File: src/rtl/dual_issue_queue.sv
// ============================================================================
//  Module      : dual_issue_queue
//  Description : DEPTH-entry circular instruction queue between I-Cache fetch
//                and decode. Accepts one or two instructions per cycle and
//                issues up to two per cycle in program order. The younger
//                head entry issues alongside the oldest only when it has no
//                register or control hazard against it.
//  Ports       : clk, rst (async, active-high), flush (sync redirect clear)
//                in_valid/in_ready, in_instr0/in_instr1/in_instr1_valid
//                out_instr0/out_instr1, out_valid0/out_valid1, out_ready
//                split, count
//                ISSUE_STATS_EN (macro) adds dual_cnt, single_cnt, split_cnt
//  Revision    : 1.0 - initial release
// ============================================================================
`default_nettype none

module dual_issue_queue #(
    parameter int DEPTH   = 8,
    parameter int INSTR_W = 32
) (
    input  logic                       clk,
    input  logic                       rst,
    input  logic                       flush,
    input  logic                       in_valid,
    input  logic [INSTR_W-1:0]         in_instr0,
    input  logic [INSTR_W-1:0]         in_instr1,
    input  logic                       in_instr1_valid,
    output logic                       in_ready,
    output logic [INSTR_W-1:0]         out_instr0,
    output logic [INSTR_W-1:0]         out_instr1,
    output logic                       out_valid0,
    output logic                       out_valid1,
    input  logic                       out_ready,
    output logic                       split,
`ifdef ISSUE_STATS_EN
    output logic [31:0]                dual_cnt,
    output logic [31:0]                single_cnt,
    output logic [31:0]                split_cnt,
`endif
    output logic [$clog2(DEPTH+1)-1:0] count
);

    localparam int c_PTR_W = $clog2(DEPTH);
    localparam int c_CNT_W = $clog2(DEPTH+1);

    localparam logic [6:0] c_OPC_BRANCH = 7'b1100011;
    localparam logic [6:0] c_OPC_JAL    = 7'b1101111;
    localparam logic [6:0] c_OPC_JALR   = 7'b1100111;

    // Queue state
    logic [INSTR_W-1:0] r_mem_q [DEPTH];
    logic [c_PTR_W-1:0] r_head_q, w_head_d;
    logic [c_PTR_W-1:0] r_tail_q, w_tail_d;
    logic [c_CNT_W-1:0] r_count_q, w_count_d;

    logic [c_PTR_W-1:0] w_head_p1;
    logic [c_PTR_W-1:0] w_tail_p1;
    logic               w_push;
    logic               w_pop;
    logic [1:0]         w_push_n;
    logic [1:0]         w_pop_n;
    logic               w_wr0_en;
    logic               w_wr1_en;
    logic               w_two_avail;

    // Hazard detection fields (fixed RV32 positions, no format decoding)
    logic [4:0] w_rd0;
    logic [4:0] w_rd1;
    logic [4:0] w_rs1_1;
    logic [4:0] w_rs2_1;
    logic [6:0] w_opc0;
    logic       w_raw;
    logic       w_waw;
    logic       w_ctrl;

    // Power-of-two depth makes pointer wrap a natural overflow.
    assign w_head_p1 = r_head_q + c_PTR_W'(1);
    assign w_tail_p1 = r_tail_q + c_PTR_W'(1);

    assign out_instr0 = r_mem_q[r_head_q];
    assign out_instr1 = r_mem_q[w_head_p1];

    assign w_rd0   = out_instr0[11:7];
    assign w_opc0  = out_instr0[6:0];
    assign w_rd1   = out_instr1[11:7];
    assign w_rs1_1 = out_instr1[19:15];
    assign w_rs2_1 = out_instr1[24:20];

    assign w_raw  = (w_rd0 != 5'd0) && ((w_rd0 == w_rs1_1) || (w_rd0 == w_rs2_1));
    assign w_waw  = (w_rd0 != 5'd0) && (w_rd0 == w_rd1);
    assign w_ctrl = (w_opc0 == c_OPC_BRANCH) || (w_opc0 == c_OPC_JAL) ||
                    (w_opc0 == c_OPC_JALR);

    assign w_two_avail = (r_count_q >= c_CNT_W'(2));

    assign out_valid0 = (r_count_q != '0);
    assign out_valid1 = w_two_avail && !w_raw && !w_waw && !w_ctrl;
    assign split      = out_valid0 && w_two_avail && !out_valid1;

    // Ready needs room for a full pair regardless of how many are pushed,
    // and deliberately ignores a same-cycle pop.
    assign in_ready = (r_count_q <= c_CNT_W'(DEPTH - 2));
    assign count    = r_count_q;

    assign w_push   = in_valid && in_ready;
    assign w_pop    = out_ready && out_valid0;
    assign w_push_n = w_push ? (in_instr1_valid ? 2'd2 : 2'd1) : 2'd0;
    assign w_pop_n  = w_pop  ? (out_valid1      ? 2'd2 : 2'd1) : 2'd0;

    // A flush discards the same-cycle push, so no write either.
    assign w_wr0_en = w_push && !flush;
    assign w_wr1_en = w_push && in_instr1_valid && !flush;

    always_comb begin
        w_head_d  = r_head_q + c_PTR_W'(w_pop_n);
        w_tail_d  = r_tail_q + c_PTR_W'(w_push_n);
        w_count_d = r_count_q + c_CNT_W'(w_push_n) - c_CNT_W'(w_pop_n);
        if (flush) begin
            w_head_d  = '0;
            w_tail_d  = '0;
            w_count_d = '0;
        end
    end

    always_ff @(posedge clk or posedge rst) begin
        if (rst) begin
            r_head_q  <= '0;
            r_tail_q  <= '0;
            r_count_q <= '0;
        end else begin
            r_head_q  <= w_head_d;
            r_tail_q  <= w_tail_d;
            r_count_q <= w_count_d;
        end
    end

    // Storage carries no reset: contents are only observed while counted.
    always_ff @(posedge clk) begin
        if (w_wr0_en) begin
            r_mem_q[r_tail_q] <= in_instr0;
        end
        if (w_wr1_en) begin
            r_mem_q[w_tail_p1] <= in_instr1;
        end
    end

`ifdef ISSUE_STATS_EN
    logic [31:0] r_dual_cnt_q,   w_dual_cnt_d;
    logic [31:0] r_single_cnt_q, w_single_cnt_d;
    logic [31:0] r_split_cnt_q,  w_split_cnt_d;

    always_comb begin
        w_dual_cnt_d   = r_dual_cnt_q;
        w_single_cnt_d = r_single_cnt_q;
        w_split_cnt_d  = r_split_cnt_q;
        if (w_pop) begin
            if (out_valid1) begin
                w_dual_cnt_d = r_dual_cnt_q + 32'd1;
            end else begin
                w_single_cnt_d = r_single_cnt_q + 32'd1;
            end
            if (split) begin
                w_split_cnt_d = r_split_cnt_q + 32'd1;
            end
        end
    end

    // Statistics survive a redirect flush; only reset clears them.
    always_ff @(posedge clk or posedge rst) begin
        if (rst) begin
            r_dual_cnt_q   <= '0;
            r_single_cnt_q <= '0;
            r_split_cnt_q  <= '0;
        end else begin
            r_dual_cnt_q   <= w_dual_cnt_d;
            r_single_cnt_q <= w_single_cnt_d;
            r_split_cnt_q  <= w_split_cnt_d;
        end
    end

    assign dual_cnt   = r_dual_cnt_q;
    assign single_cnt = r_single_cnt_q;
    assign split_cnt  = r_split_cnt_q;
`endif

endmodule

`default_nettype wire

File: config.mk
export PLATFORM = sky130hd
export DESIGN_NAME = dual_issue_queue
export DESIGN_NICKNAME = d
export VERILOG_FILES = /design/src/rtl/dual_issue_queue.sv
export SDC_FILE = /design/constraint.sdc
export NUM_CORES = 1
export LEC_CHECK = 0
export ABC_AREA = 0
export CELL_PAD_IN_SITES_DETAIL_PLACEMENT = 1
export CELL_PAD_IN_SITES_GLOBAL_PLACEMENT = 2
export CORE_UTILIZATION = 35
export DETAILED_ROUTE_END_ITERATION = 10
export GPL_ROUTABILITY_DRIVEN = 1
export GPL_TIMING_DRIVEN = 0
export MAX_ROUTING_LAYER = met4
export PLACE_DENSITY_LB_ADDON = 0.1
export SLEW_MARGIN = 20
export SYNTH_ARGS = -nofsm -noshare
export SYNTH_HDL_FRONTEND = slang
export SYNTH_SLANG_ARGS = --single-unit
File: constraint.sdc
create_clock -name clk -period 5.36 [get_ports clk]
set_clock_uncertainty 0.2 [all_clocks]
set_input_delay 1.608 -clock clk [delete_from_list [all_inputs] [get_ports clk]]
set_output_delay 1.608 -clock clk [all_outputs]
set_load 0.02 [all_outputs]
# After elaboration in Yosys (flattened, before gate mapping)
# Memories as Yosys holds them, arrays and structs flattened.
# Index checks and enable logic that the tools add are counted.
# Widths: inputs -> output; s select.
word_totals:
  ff_bits: 10
  mem_bits_rw: 256
  in_bits: 70
  out_inout_bits: 72
  elab_cells: 51
  n_memories: 1
classes:
  addsub: 6
  order_cmp: 2
  eq_ne: 6
  mux: 11
  n_reduce_logical: 22
mem_list:
  columns: ["memory", "words", "width", "rd", "rd_clocked_by_memory_dff", "wr", "line", "source"]
  rows:
  - ["r_mem_q", 8, 32, 2, 0, 2, "51", "logic [INSTR_W-1:0] r_mem_q [DEPTH];"]
ops:
  columns: ["cell", "count"]
  rows:
  - ["$eq 7x7->1 const B", 3]
  - ["$eq 5x5->1", 3]
  - ["$logic_and 1x1->1", 12]
  - ["$mux 2", 4]
  - ["$add 3x1->3 const B", 2]
  - ["$add 3x2->3", 2]
  - ["$mux 3", 2]
  - ["$logic_not 1->1", 5]
  - ["$reduce_bool 5->1", 1]
  - ["$add 4x2->4", 1]
  - ["$ge 4x2->1 const B", 1]
  - ["$le 4x3->1 const B", 1]
  - ["$mux 1", 4]
  - ["$mux 4", 1]
  - ["$reduce_bool 4->1", 1]
  - ["$sub 4x2->4", 1]
  - ["$logic_or 1x1->1", 3]

# Logic depth before layout (Yosys ltp)
# An unclocked memory read counts as a cell.
logic_depth:
  depth_word: 13
  depth_mapped: 18
  depth_no_buf: 15

# Least setup slack after synthesis
# No wires, ideal clock.
synth_timing:
  kind: "input to register"
  startpoint: "input in_valid"
  endpoint: "memory r_mem_q[0][0] (enable)"
  setup_time_ns: 0.470
  arrival_ns: 4.505
  required_time_ns: 4.690
  slack_ns: 0.185
  path_stages: 3
  n_path_buf: 0
  cell_sequence: "nand2_1 or3_1 o31ai_1"
synth_lines:
  columns: ["item", "line", "source"]
  rows:
  - ["start: declaration", "24", "input logic in_valid,"]
  - ["end: declaration", "51", null]

# Final worst setup path
layout_timing:
  startpoint: "register r_head_q[1]"
  endpoint: "output split"
layout_via:
  elab_chain_cells: 11
  word_cells_on_any_way: 22
  cone_classes: "add/sub (1); eq/ne (6); reduce/logical (14); memory (1)"
layout_lines:
  columns: ["item", "line", "source"]
  rows:
  - ["start: declaration", "52", "logic [c_PTR_W-1:0] r_head_q, w_head_d;"]
  - ["start signal: assignment", "131", "r_head_q <= w_head_d;"]
  - ["$add 3x1->3", "77", "assign w_head_p1 = r_head_q + c_PTR_W'(1);"]
  - ["$mem_v2 8x32 *", null, null]
  - ["$eq 5x5->1", "89", "assign w_raw = (w_rd0 != 5'd0) && ((w_rd0 == w_rs1_1) || (w_rd0 == w_rs2_1));"]
  - ["$logic_or 1x1->1", "89", null]
  - ["$logic_and 1x1->1", "89", null]
  - ["$logic_not 1->1", "97", "assign out_valid1 = w_two_avail && !w_raw && !w_waw && !w_ctrl;"]
  - ["$logic_and 1x1->1 (2 in a row)", "97", null]
  - ["$logic_and 1x1->1 *", "97", null]
  - ["$logic_not 1->1 *", "98", "assign split = out_valid0 && w_two_avail && !out_valid1;"]
  - ["$logic_and 1x1->1 *", "98", null]
  - ["end: declaration", "34", "output logic split,"]
# Mark *: on every way between the ends. The rest lies on a longest branch, timed or not.

==> results.sh <==
export IMPL_outcome="completed"
export IMPL_timing_fmax_mhz=190
export IMPL_die_width_um=218
export IMPL_ff2ff_setup_slack_ns=0.74
export IMPL_gp_weighted_congestion=0.856
export IMPL_synthFlopType="edfxtp_1"
export IMPL_critical_path_top_delay_family="compound AO/OA/AOI/OAI gates"
export IMPL_yosys_area_top_type="edfxtp_1"
export IMPL_layout_common_cells="mux2_2 (324), edfxtp_1 (256), mux4_2 (126)"
export IMPL_detailed_place_area_sq_um=19100
export IMPL_max_cap_viol_count=0
export IMPL_whs_endpoint="count[0]"
export IMPL_crit_reg2reg_capture="count[3]"
export IMPL_async_reset_ff_share_pct=3.76
export IMPL_max_slew_worst_pin_slew_ns=1.12
export IMPL_synth_yosys_warnings=0
export IMPL_dp_cells=1762
export IMPL_cts_inserted_buffers=35
export IMPL_fin_nets=1293
export IMPL_drt_first_pass_iters=4
export IMPL_netlist_top_cells_area="edfxtp_1 (47%), mux2_2 (22%), mux4_2 (17%), dfrtp_1 (1.5%), xnor2_1 (1.4%)"
export IMPL_number_of_clock_sinks=266
export IMPL_cp_required_ns=3.55
export IMPL_critical_path_top_cell_by_count="buf_4"
export IMPL_drive_above_1_share_pct=48.5
export IMPL_min_path_cells=2
export IMPL_worstPathBufferInverterCount=3
export IMPL_synthesis_nets=1082
export IMPL_leakagePower_nw=6.77
export IMPL_clock_path_buffers=3
export IMPL_dr_total_vias=10600
export IMPL_htree_num_levels=2
export IMPL_synth_seq_cells=266
export IMPL_drc=0
export IMPL_areaGrowthSynthToFinish_pct=25.7
export IMPL_finalHoldViolCount=0
export IMPL_crit_path_start_kind="flip-flop"
export IMPL_globalRouteOverflowTotal=0
export IMPL_layout_min_cycle_time_ns=5.25
export IMPL_number_of_max_slew_violations_in_the_final_report=0
export IMPL_diodes=0
export IMPL_most_common_library_cell_in_the_layout_ignoring_fill_and_taps="mux2_2"
export IMPL_synth_yosys_seq_area_share_pct=48.7
export IMPL_postSynthAreaPerCell_sq_um=16.3
export IMPL_clkLatencyLatePin_ns=0.55
export IMPL_hold_buffers=0
export IMPL_routed_wirelength_mm=57.6
export IMPL_setup_worst_path_class="reg2out"
export IMPL_path_clk_slew_ns=0.06
export IMPL_relSlewSlack_pct=25.6
export IMPL_holdCritPathClass="reg2reg"
export IMPL_critical_path_max_stage_delay_ns=0.56
export IMPL_power_per_cell_area_nw_per_um2=539
export IMPL_cts_root_buf="clkbuf_16"
export IMPL_min_delay_start="count[0]"
export IMPL_worstPathArrival_ns=3.44
export IMPL_critical_path_peak_fanout=10
export IMPL_drt_initial_drc_count=728
export IMPL_period_utilisation_layout_pct=97.9
export IMPL_global_route_wire_length_before_repair_mm=82.0
export IMPL_synth_top_cell_area_share_pct=47.1
export IMPL_worstRegToRegCells=17
export IMPL_io_pins=142
export IMPL_worst_hold_slack_ns=0.503
export IMPL_setup_worst_path_end_class="output port"
export IMPL_total_global_route_track_usage_pct=25.3
export IMPL_placement_rows=78
export IMPL_initial_core_util_pct=35.7
export IMPL_worst_ir_drop_vdd_uv=283
export IMPL_slowest_stage="or4_1"
export IMPL_synthesis_instances=998
export IMPL_buffer_ports_inserted=141
export IMPL_drt_vias_per_instance=5.76
export IMPL_worstReg2RegStart="r_head_q[1]"
export IMPL_die_area_sq_um=47500
export IMPL_die_h_um=218
export IMPL_netlist_area_sq_um=16300
export IMPL_worstPathCellList="buf_4 -> ha_4 -> buf_12 -> mux4_2 -> xor2_1 -> or4_1 -> a31oi_4 -> a31oi_1 -> a21oi_1 -> buf_4"
export IMPL_route_detailed_wl_per_inst_um=31.4
export IMPL_initial_antenna_violation_count=1
export IMPL_post_synth_num_cell_types=56
export IMPL_timing_final_setup_violations=0
export IMPL_tritoncts="done"
export IMPL_synth_enable_flop_cells=256
export IMPL_final_cell_count_no_fill=1832
export IMPL_place_detailed_hpwl_mm=39.6
export IMPL_fin_area_sq_um=20500
export IMPL_via_count_of_the_first_global_routing_pass=11300
export IMPL_ant_nets=0
export IMPL_grt_max_degree=16
export IMPL_core_area_sq_um=45700
metal layers:
layer	wire, um	vias to the layer above	global-route usage [%]	part of all wire [%]
met5	0	-	-	0
met4	1230	0	5.87	2.1
met2	28600	300	41.6	50
li1	-	4516	-	-
met3	2480	77	3.33	4.3
met1	25300	5666	33.3	44
Yosys cell counts (3+ instances only):
library cell / number
mux2i_1: 8
buf_2: 25
nand2_1: 17
ha_1: 10
a222oi_1: 3
clkbuf_1: 25
mux4_2: 126
a21oi_1: 5
dfrtp_1: 10
o22ai_1: 5
nor2_1: 17
xor2_1: 22
inv_1: 16
o21ai_0: 6
nand2b_1: 12
edfxtp_1: 256
buf_6: 4
nor3_1: 4
fa_1: 4
nor2b_1: 9
buf_1: 13
mux2_2: 324
xnor2_1: 26
nand3_1: 10
worst max-delay path by stage:
| stage | endpoint | cells past startpoint | slack (ns) | from |
|---|---|---|---|---|
| after floorplan | r_mem_q[0][0] | 3 | 0.18 | in_valid |
| after global placement | r_mem_q[0][8] | 4 | -4.14 | in_valid |
| after detailed placement | split | 11 | -0.76 | r_head_q[0] |
| after CTS | split | 11 | -0.11 | r_head_q[1] |
| after global routing | split | 12 | -0.01 | r_head_q[1] |
| final | split | 10 | 0.11 | r_head_q[1] |
state kept, by name, summed over array words and instances (netlist names):
name / count
r_mem_q: 256
count: 4
r_head_q: 3
r_tail_q: 3
cell type report:
type | count | area (sq um)
well taps | 600 | 751
flip-flops and latches | 266 | 7940
clock buffers | 46 | 960
fillers | 4506 | 25200
multi-input cells | 647 | 8200
plain buffers | 69 | 572
clock inverters | 14 | 71.3
inverters | 16 | 60.1
repair buffers | 174 | 1930
cells by family (layout without fill, tap and decap cells):
family / count (synthesis) / in the layout / synth area share [%]
compound gates: 43 / 43 / 2.01
xor+xnor: 48 / 48 / 2.58
fa+ha+maj: 14 / 14 / 1.26
buf+inv: 85 / 319 / 2.38
flops: 266 / 266 / 48.7
mux: 459 / 459 / 40.4
simple gates: 83 / 83 / 2.66
report_power, final:
part           switching, W  total, W  internal (W)
logic               0.00338   0.00637       0.00298
clock network      0.000923   0.00218       0.00126
registers         0.0000705   0.00249       0.00242
total               0.00438    0.0110       0.00666
metrics by stage:
stage / worst slack (ns) / TNS (ns) / power (W) / util [%]
after global placement: -4.14 / -887.38 / 0.00857 / 40.4
after global routing: -0.0119 / -0.0119 / 0.0115 / 44.9
after detailed placement: -0.758 / -17.48 / 0.00864 / 41.7
final: 0.110 / 0 / 0.0110 / 44.9
after CTS: -0.108 / -0.348 / 0.0110 / 44.5
after floorplan: 0.185 / 0 / 0.00627 / -
timing repair:
item | CTS | global route
setup endpoints to repair | 61 | 7
gates resized for setup | 127 | 28
setup buffers | 4 | 6
endpoints found under the hold margin | 0 | 0
pin swaps | 3 | 6
worst reg2reg max path, delay by kind of cell, from the launching register on:
family                     cells  cell delay (ns)
and+or+nand+nor                2             0.61
AOI/OAI and AO/OA              5             0.97
adders and majority gates      3             1.06
xor gates and xnor gates       2             0.32
buffers and inverters          4             0.54
DFF                            1             0.41
muxes                          1             0.37
Power figures use the tool's default switching activity.
